==> src/rtl/logicnet_lut_pkg.sv <==
// Shared definitions for the runtime-loadable LogicNets LUT layer slot.
// Holds default geometry, the controller state encoding and sizing helpers.
package logicnet_lut_pkg;

  localparam int IN_BITS_DEF   = 6;
  localparam int OUT_BITS_DEF  = 1;
  localparam int LUT_DEPTH_DEF = 2 ** IN_BITS_DEF;

  typedef enum logic [1:0] {
    UNPROG = 2'd0,
    LOAD   = 2'd1,
    RUN    = 2'd2
  } lut_state_e;

  function automatic int lut_depth(input int in_bits);
    return 1 << in_bits;
  endfunction

  // Number of configuration beats needed to fill every neuron's truth table.
  function automatic int beat_count(input int n_neurons, input int in_bits);
    return n_neurons * lut_depth(in_bits);
  endfunction

endpackage

==> src/rtl/lut_ram_neuron.sv <==
// One writable truth-table neuron: distributed RAM with synchronous write,
// asynchronous read and a registered, enable-gated output.
module lut_ram_neuron
  import logicnet_lut_pkg::*;
#(
  parameter int IN_BITS  = IN_BITS_DEF,
  parameter int OUT_BITS = OUT_BITS_DEF
) (
  input  logic                clk,
  input  logic                rst,
  input  logic                we,
  input  logic [IN_BITS-1:0]  waddr,
  input  logic [OUT_BITS-1:0] wdata,
  input  logic                re,
  input  logic [IN_BITS-1:0]  raddr,
  output logic [OUT_BITS-1:0] rdata
);

  localparam int LUT_DEPTH = lut_depth(IN_BITS);

  (* ram_style = "distributed", rom_style = "distributed" *)
  logic [OUT_BITS-1:0] mem [LUT_DEPTH];

  always_ff @(posedge clk) begin
    if (we) begin
      mem[waddr] <= wdata;
    end
  end

  // Only the output register is reset; table contents stay undefined until loaded.
  always_ff @(posedge clk) begin
    if (rst) begin
      rdata <= '0;
    end else if (re) begin
      rdata <= mem[raddr];
    end
  end

endmodule

==> src/rtl/logicnet_lut_programmer.sv <==
// Layer slot of N_NEURONS reprogrammable LUT neurons: a config stream fills
// the tables in order, then one packed input vector is evaluated per cycle.
module logicnet_lut_programmer
  import logicnet_lut_pkg::*;
#(
  parameter int IN_BITS   = IN_BITS_DEF,
  parameter int OUT_BITS  = OUT_BITS_DEF,
  parameter int N_NEURONS = 4
) (
  input  logic                          clk,
  input  logic                          rst,
  input  logic                          cfg_start,
  input  logic                          cfg_valid,
  output logic                          cfg_ready,
  input  logic [OUT_BITS-1:0]           cfg_data,
  input  logic                          in_valid,
  output logic                          in_ready,
  input  logic [N_NEURONS*IN_BITS-1:0]  in_data,
  output logic                          out_valid,
  output logic [N_NEURONS*OUT_BITS-1:0] out_data,
  output logic                          loaded,
  output logic                          cfg_err
);

  localparam int NIDX_W = (N_NEURONS > 1) ? $clog2(N_NEURONS) : 1;

  localparam logic [1:0] ST_UNPROG = 2'(UNPROG);
  localparam logic [1:0] ST_LOAD   = 2'(LOAD);
  localparam logic [1:0] ST_RUN    = 2'(RUN);

  localparam logic [IN_BITS-1:0] ADDR_MAX    = '1;
  localparam logic [NIDX_W-1:0]  LAST_NEURON = NIDX_W'(N_NEURONS - 1);

  logic [1:0]         state;
  logic [NIDX_W-1:0]  neuron_idx;
  logic [IN_BITS-1:0] addr;
  logic               beat_acc;
  logic               rd_en;
  logic               last_beat;

  assign cfg_ready = (state == ST_LOAD);
  assign in_ready  = (state == ST_RUN);

  // A restart pulse wins over any beat or vector presented in the same cycle.
  assign beat_acc  = cfg_valid && cfg_ready && !cfg_start;
  assign rd_en     = in_valid && in_ready && !cfg_start;
  assign last_beat = (neuron_idx == LAST_NEURON) && (addr == ADDR_MAX);

  always_ff @(posedge clk) begin
    if (rst) begin
      state      <= ST_UNPROG;
      neuron_idx <= '0;
      addr       <= '0;
      loaded     <= 1'b0;
    end else if (cfg_start) begin
      state      <= ST_LOAD;
      neuron_idx <= '0;
      addr       <= '0;
      loaded     <= 1'b0;
    end else if (beat_acc) begin
      addr <= addr + 1'b1;
      if (addr == ADDR_MAX) begin
        if (last_beat) begin
          state      <= ST_RUN;
          loaded     <= 1'b1;
          neuron_idx <= '0;
        end else begin
          neuron_idx <= neuron_idx + 1'b1;
        end
      end
    end
  end

  // Any beat outside LOAD is a protocol error that latches until the next restart.
  always_ff @(posedge clk) begin
    if (rst) begin
      cfg_err   <= 1'b0;
      out_valid <= 1'b0;
    end else begin
      out_valid <= rd_en;
      if (cfg_start) begin
        cfg_err <= 1'b0;
      end else if (cfg_valid && (state != ST_LOAD)) begin
        cfg_err <= 1'b1;
      end
    end
  end

  for (genvar n = 0; n < N_NEURONS; n++) begin : g_neuron
    localparam logic [NIDX_W-1:0] MY_IDX = NIDX_W'(n);

    logic we_n;
    assign we_n = beat_acc && (neuron_idx == MY_IDX);

    lut_ram_neuron #(
      .IN_BITS  (IN_BITS),
      .OUT_BITS (OUT_BITS)
    ) u_lut (
      .clk   (clk),
      .rst   (rst),
      .we    (we_n),
      .waddr (addr),
      .wdata (cfg_data),
      .re    (rd_en),
      .raddr (in_data[n*IN_BITS +: IN_BITS]),
      .rdata (out_data[n*OUT_BITS +: OUT_BITS])
    );
  end

endmodule

==> config.mk <==
export PLATFORM = sky130hd
export DESIGN_NAME = logicnet_lut_programmer
export DESIGN_NICKNAME = d
export VERILOG_FILES = /design/src/rtl/logicnet_lut_pkg.sv /design/src/rtl/lut_ram_neuron.sv /design/src/rtl/logicnet_lut_programmer.sv
export SDC_FILE = /design/constraint.sdc
export NUM_CORES = 1
export LEC_CHECK = 0
export CAP_MARGIN = 20
export CORE_AREA = 3 3 169 171
export CTS_CLUSTER_SIZE = 8
export DETAILED_ROUTE_END_ITERATION = 8
export DIE_AREA = 0 0 172 174
export GPL_ROUTABILITY_DRIVEN = 0
export REMOVE_ABC_BUFFERS = 1
export SLEW_MARGIN = 20
export SYNTH_ARGS = -nofsm -noshare
export SYNTH_HDL_FRONTEND = slang
export SYNTH_SLANG_ARGS = --single-unit
==> constraint.sdc <==
create_clock -name clk -period 2.9 [get_ports clk]
set_input_delay 0.58 -clock clk [delete_from_list [all_inputs] [get_ports clk]]
set_output_delay 0.58 -clock clk [all_outputs]
set_load 0.01 [all_outputs]
**Yosys cells after proc, flatten, opt, wreduce, memory -nomap -nowiden**

Memory sizes are Yosys's and may differ from the RTL's. A register that Yosys moved wholly into a read port is not among the register bits.
Cells that the tools add are included.

- $add $sub $neg: 2
- Equal/unequal tests: 7
- Reductions and logical operators: 19
- Multiplexer cells: 13

Operators by type and width:

| cell | number |
|---|---|
| 1-bit two-way mux | 12 |
| 1-bit logical AND | 10 |
| 6-bit by 1-bit adder with 6-bit output, second input constant | 1 |
| 2-bit == test, second input constant | 3 |
| 6-bit == test, second input constant | 1 |
| 3-bit AND reduction | 2 |
| 2-bit nonzero test | 3 |
| 2-bit by 1-bit == test with 1-bit output, second input constant | 2 |
| 2-bit by 1-bit adder with 2-bit output, second input constant | 1 |
| 2-bit logical NOT | 1 |
| 2-bit two-way mux | 1 |
| 2-bit by 1-bit != test with 1-bit output, second input constant | 1 |
| 2-bit AND reduction | 1 |
| 2-bit OR reduction | 1 |
| 1-bit logical NOT | 1 |

- Output and inout port bits: 9
- Input bits: 30
- Memories: 4
- RAM bits: 256
- Logic and storage cells: 51
- Register bits after elaboration: 12

Memory list:

| name | depth | bits a word | read ports | clocked after memory_dff | write ports | RTL line | RTL |
|---|---|---|---|---|---|---|---|
| g_neuron[0].u_lut.mem | 64 | 1 | 1 | 1 | 1 | lut_ram_neuron.sv:22 | `logic [OUT_BITS-1:0] mem [LUT_DEPTH];` |
| g_neuron[1].u_lut.mem | 64 | 1 | 1 | 1 | 1 | lut_ram_neuron.sv:22 |  |
| g_neuron[2].u_lut.mem | 64 | 1 | 1 | 1 | 1 | lut_ram_neuron.sv:22 |  |
| g_neuron[3].u_lut.mem | 64 | 1 | 1 | 1 | 1 | lut_ram_neuron.sv:22 |  |

**Longest topological paths before layout**

- Depth after elaboration: 6
- Mapped depth: 7
- Mapped depth without buffers: 5

**Hierarchy**

Synthesis repeated with hierarchy kept, for this count alone.

- Cell total of the unflattened synthesis: 949
- Area, all modules: 12668.4 um^2

Modules (own cells, without submodules):

| module | area each (um^2) | cells each | instances | seq. area each (um^2) |
|---|---|---|---|---|
| lut_ram_neuron | 3005.4 | 220 | 4 | 1941.9 |
| logicnet_lut_programmer | 646.9 | 69 | 1 | 240.2 |

**Least setup slack after synthesis**

No wires, ideal clock.

- Kind: input-to-reg
- Start: input port in_data[2]
- End: register g_neuron[0].u_lut.rdata, read port of g_neuron[0].u_lut.mem
- Buffers on the path: 2
- Arrival time: 1.887 ns
- Setup time: 0.138 ns
- Data required time: 2.762 ns
- Slack: 0.875 ns
- Stages: 7
- Cells stage by stage: buf_4 buf_6 mux4_2 nand3_1 nand2_1 a2111oi_1 a2111oi_1

RTL lines:

| what | RTL line | RTL |
|---|---|---|
| start: declaration | logicnet_lut_programmer.sv:18 | `input logic [N_NEURONS*IN_BITS-1:0] in_data,` |
| end: declaration | lut_ram_neuron.sv:16 | `output logic [OUT_BITS-1:0] rdata` |

==> out/results.ini <==
[status]
outcome=completed

[final_layout]
final-seq-area_mm2=0.00801
synthToLayoutAreaGrowth_pct=16.7
num-nets-final=970
drive_gt1_frac=0.142
multiInputGateArea_mm2=0.00385
nFillCells=2322
fin_util=0.528
antenna_cells=0
stdcell_count=1306

[sta]
rsz0062_at_grt=no
setup_ws_ps=480
finalHoldViolCount=0
finClkSkew_ps=17.6
fmax_ghz=0.413
min_period_ps=2420
worstMarginPinSlew_ps=672
min_period_over_period=0.835
relSlewSlack=0.551
slew_violations=0
setup_viol=0

[clocking]
postCtsSetupBuffers=0
path_clk_slew_ps=50
cts_root_buf=clkbuf_16
cts_resized=0
h-tree-depth=2
cts_hold_buf=0
cts_buffer_depth=3
cts_tree=done
cts.sinks=272
numCtsBuffers=39
insertion_delay_ps=520

[global_routing]
overflow=0
grt_pass1_vias=7429
grt_usage=0.203
grt_start_max_net_pins=78
grt_pass1_wl_um=45100
antenna_found_initial=0

[power_and_ir_drop]
worst_ir_drop_vdd_v=0.000377
p_per_area_mw_per_mm2=625
p_clk_frac=0.470
leakage_uw=0.00442
pwr-share-comb=0.048
p_int_uw=7070
sw_frac_of_total=0.207
power_uw=8910
seq_power_share=0.483
switchingPower_uw=1840

[critical_path]
slowest_stage=mux4_2
critical_path_required_ps=3270
cp_common_cell=a2111oi_1
worstSetupPathType=input pin to register
end_kind=register
cp_cell_sequence=clkdlybuf4s50_1 > buf_12 > mux4_2 > mux2i_1 > nor3_1 > a2111oi_1 > a2111oi_1
r2r.worst_path.cells=4
r2r_slack_ps=890
critPathArrivalTime_ps=2790
timing.rr.start=addr[0]$_SDFFE_PP0P_
crit_path_max_fanout=16
critPathLaunchType=input pin
max_stage_delay_ps=540
regToRegEndpoint=g_neuron[3].u_lut.mem[11]$_DFFE_PP_

[hold_path]
min_from=cfg_err$_SDFFE_PP0P_
hold_path.class=register to register
holdPathEnd=cfg_err$_SDFFE_PP0P_
min_path_cells=2

[floorplanning]
start_util=0.452
rows=60
die_y_um=174
die_x_um=172
core_area_mm2=0.0270
die-area_mm2=0.0299
ios=39

[synth]
yosysSeqAreaShare=0.655
synth_cells=880
synth_edf_count=256
yosys-top-cells-count=nor2_1 (273), edfxtp_1 (256), nand2_1 (77)
yosys_most_used_dff=edfxtp_1
yosysMostFrequentCell=nor2_1
synth_cell_types=36
synth_area_leaders=edfxtp_1 (63%), mux4_2 (8.8%), nor2_1 (8.4%)
syn_area_per_cell_um2=13.9
async_reset_ff_frac=0
yosys_warnings=0
synth_largest_area_cell=edfxtp_1
ys_ff_latch=272
synth_top_area_frac=0.629
synth_area_mm2=0.0122

[routing]
wirelength_um=30000
drt_pass1_iterations=6
routedWlPerCell_um=23.0
drc=0
initialDrtViolationCount=898
viasPerCell=5.68
vias=7412
ant_nets=0

[flow_run]
drv_cap=0

[placed_design]
post-place-ws_ps=-32.3
dp.cells=1235
portBuffers=38
dp_hpwl_um=20000

==> layout by cell type (no fill, tap or decap), types with 29 or more instances in the layout <==
cell type	synthesis	routed
nor2_1	273	273
buf_4	8	29
clkbuf_16	0	40
clkbuf_1	37	29
mux2i_1	30	30
nand2_1	77	73
edfxtp_1	256	256
clkdlybuf4s50_1	0	37
mux4_2	48	48
==> per-stage QoR <==
stage                     instance area (um2)  TNS (ps)  hold WS, ps
after floorplan                         11900         0          497
after global placement                  13100         0          467
after detailed placement                13100     -32.3          469
after CTS                               14300         0          479
after global routing                    14300         0          520
final                                   14300         0          473
==> metal layers <==
layer	GRT usage	wire length, um	up-vias
met5	0	0	-
met4	0.0479	495	0
met3	0.0407	2140	36
met2	0.316	14400	265
met1	0.297	13000	3757
li1	-	-	3354
==> flip-flops by register name (all words and copies together), names as in the netlist <==
name,flops
state,2
g_neuron.u_lut.mem,256
cfg_err,1
neuron_idx,2
g_neuron.u_lut.rdata,4
out_valid,1
addr,6
==> worst max-delay path by stage <==
stage	slack (ps)	startpoint	cells after the start	to
after global routing	380	in_data[20]	7	g_neuron[3].u_lut.rdata$_SDFFE_PP0P_
after global placement	10	in_data[20]	7	g_neuron[3].u_lut.rdata$_SDFFE_PP0P_
after detailed placement	-30	in_data[20]	7	g_neuron[3].u_lut.rdata$_SDFFE_PP0P_
after CTS	510	in_data[20]	7	g_neuron[3].u_lut.rdata$_SDFFE_PP0P_
after floorplan	5	cfg_valid	3	g_neuron[2].u_lut.mem[0]$_DFFE_PP_
final	480	in_data[20]	7	g_neuron[3].u_lut.rdata$_SDFFE_PP0P_
==> cells by family after synthesis <==
logic type	synth area share
buf+inv	0.0306
simple gates	0.140
flops	0.655
compound gates	0.0182
xor+xnor	0.00358
fa+ha+maj	0.00512
mux	0.147
==> final cells by class <==
class                           instances  share of cell area
Clock buffer                           69              0.0778
Sequential cell                       272               0.562
Timing Repair Buffer                   78              0.0575
Clock inverter                          2             0.00175
Multi-Input combinational cell        538               0.270
Inverter                                6             0.00158
Tap cell                              341              0.0299
==> power groups by stage <==
stage          sequential (uW)  clock [uW]  combinational, uW
2_1_floorplan             4380           0                155
6_report                  4300        4190                424
4_1_cts                   4300        4250                429
5_1_grt                   4300        4430                453
3_5_place_dp              4380           0                427
3_3_place_gp              4380           0                425
==> critical path: cells and delay by family <==
kind / cells / cell delay (ps)
muxes: 2 / 900
buffers and inverters: 2 / 710
AOI/OAI and AO/OA: 2 / 490
and+or+nand+nor: 1 / 100
Note: power is estimated with default switching activity, not from simulation.
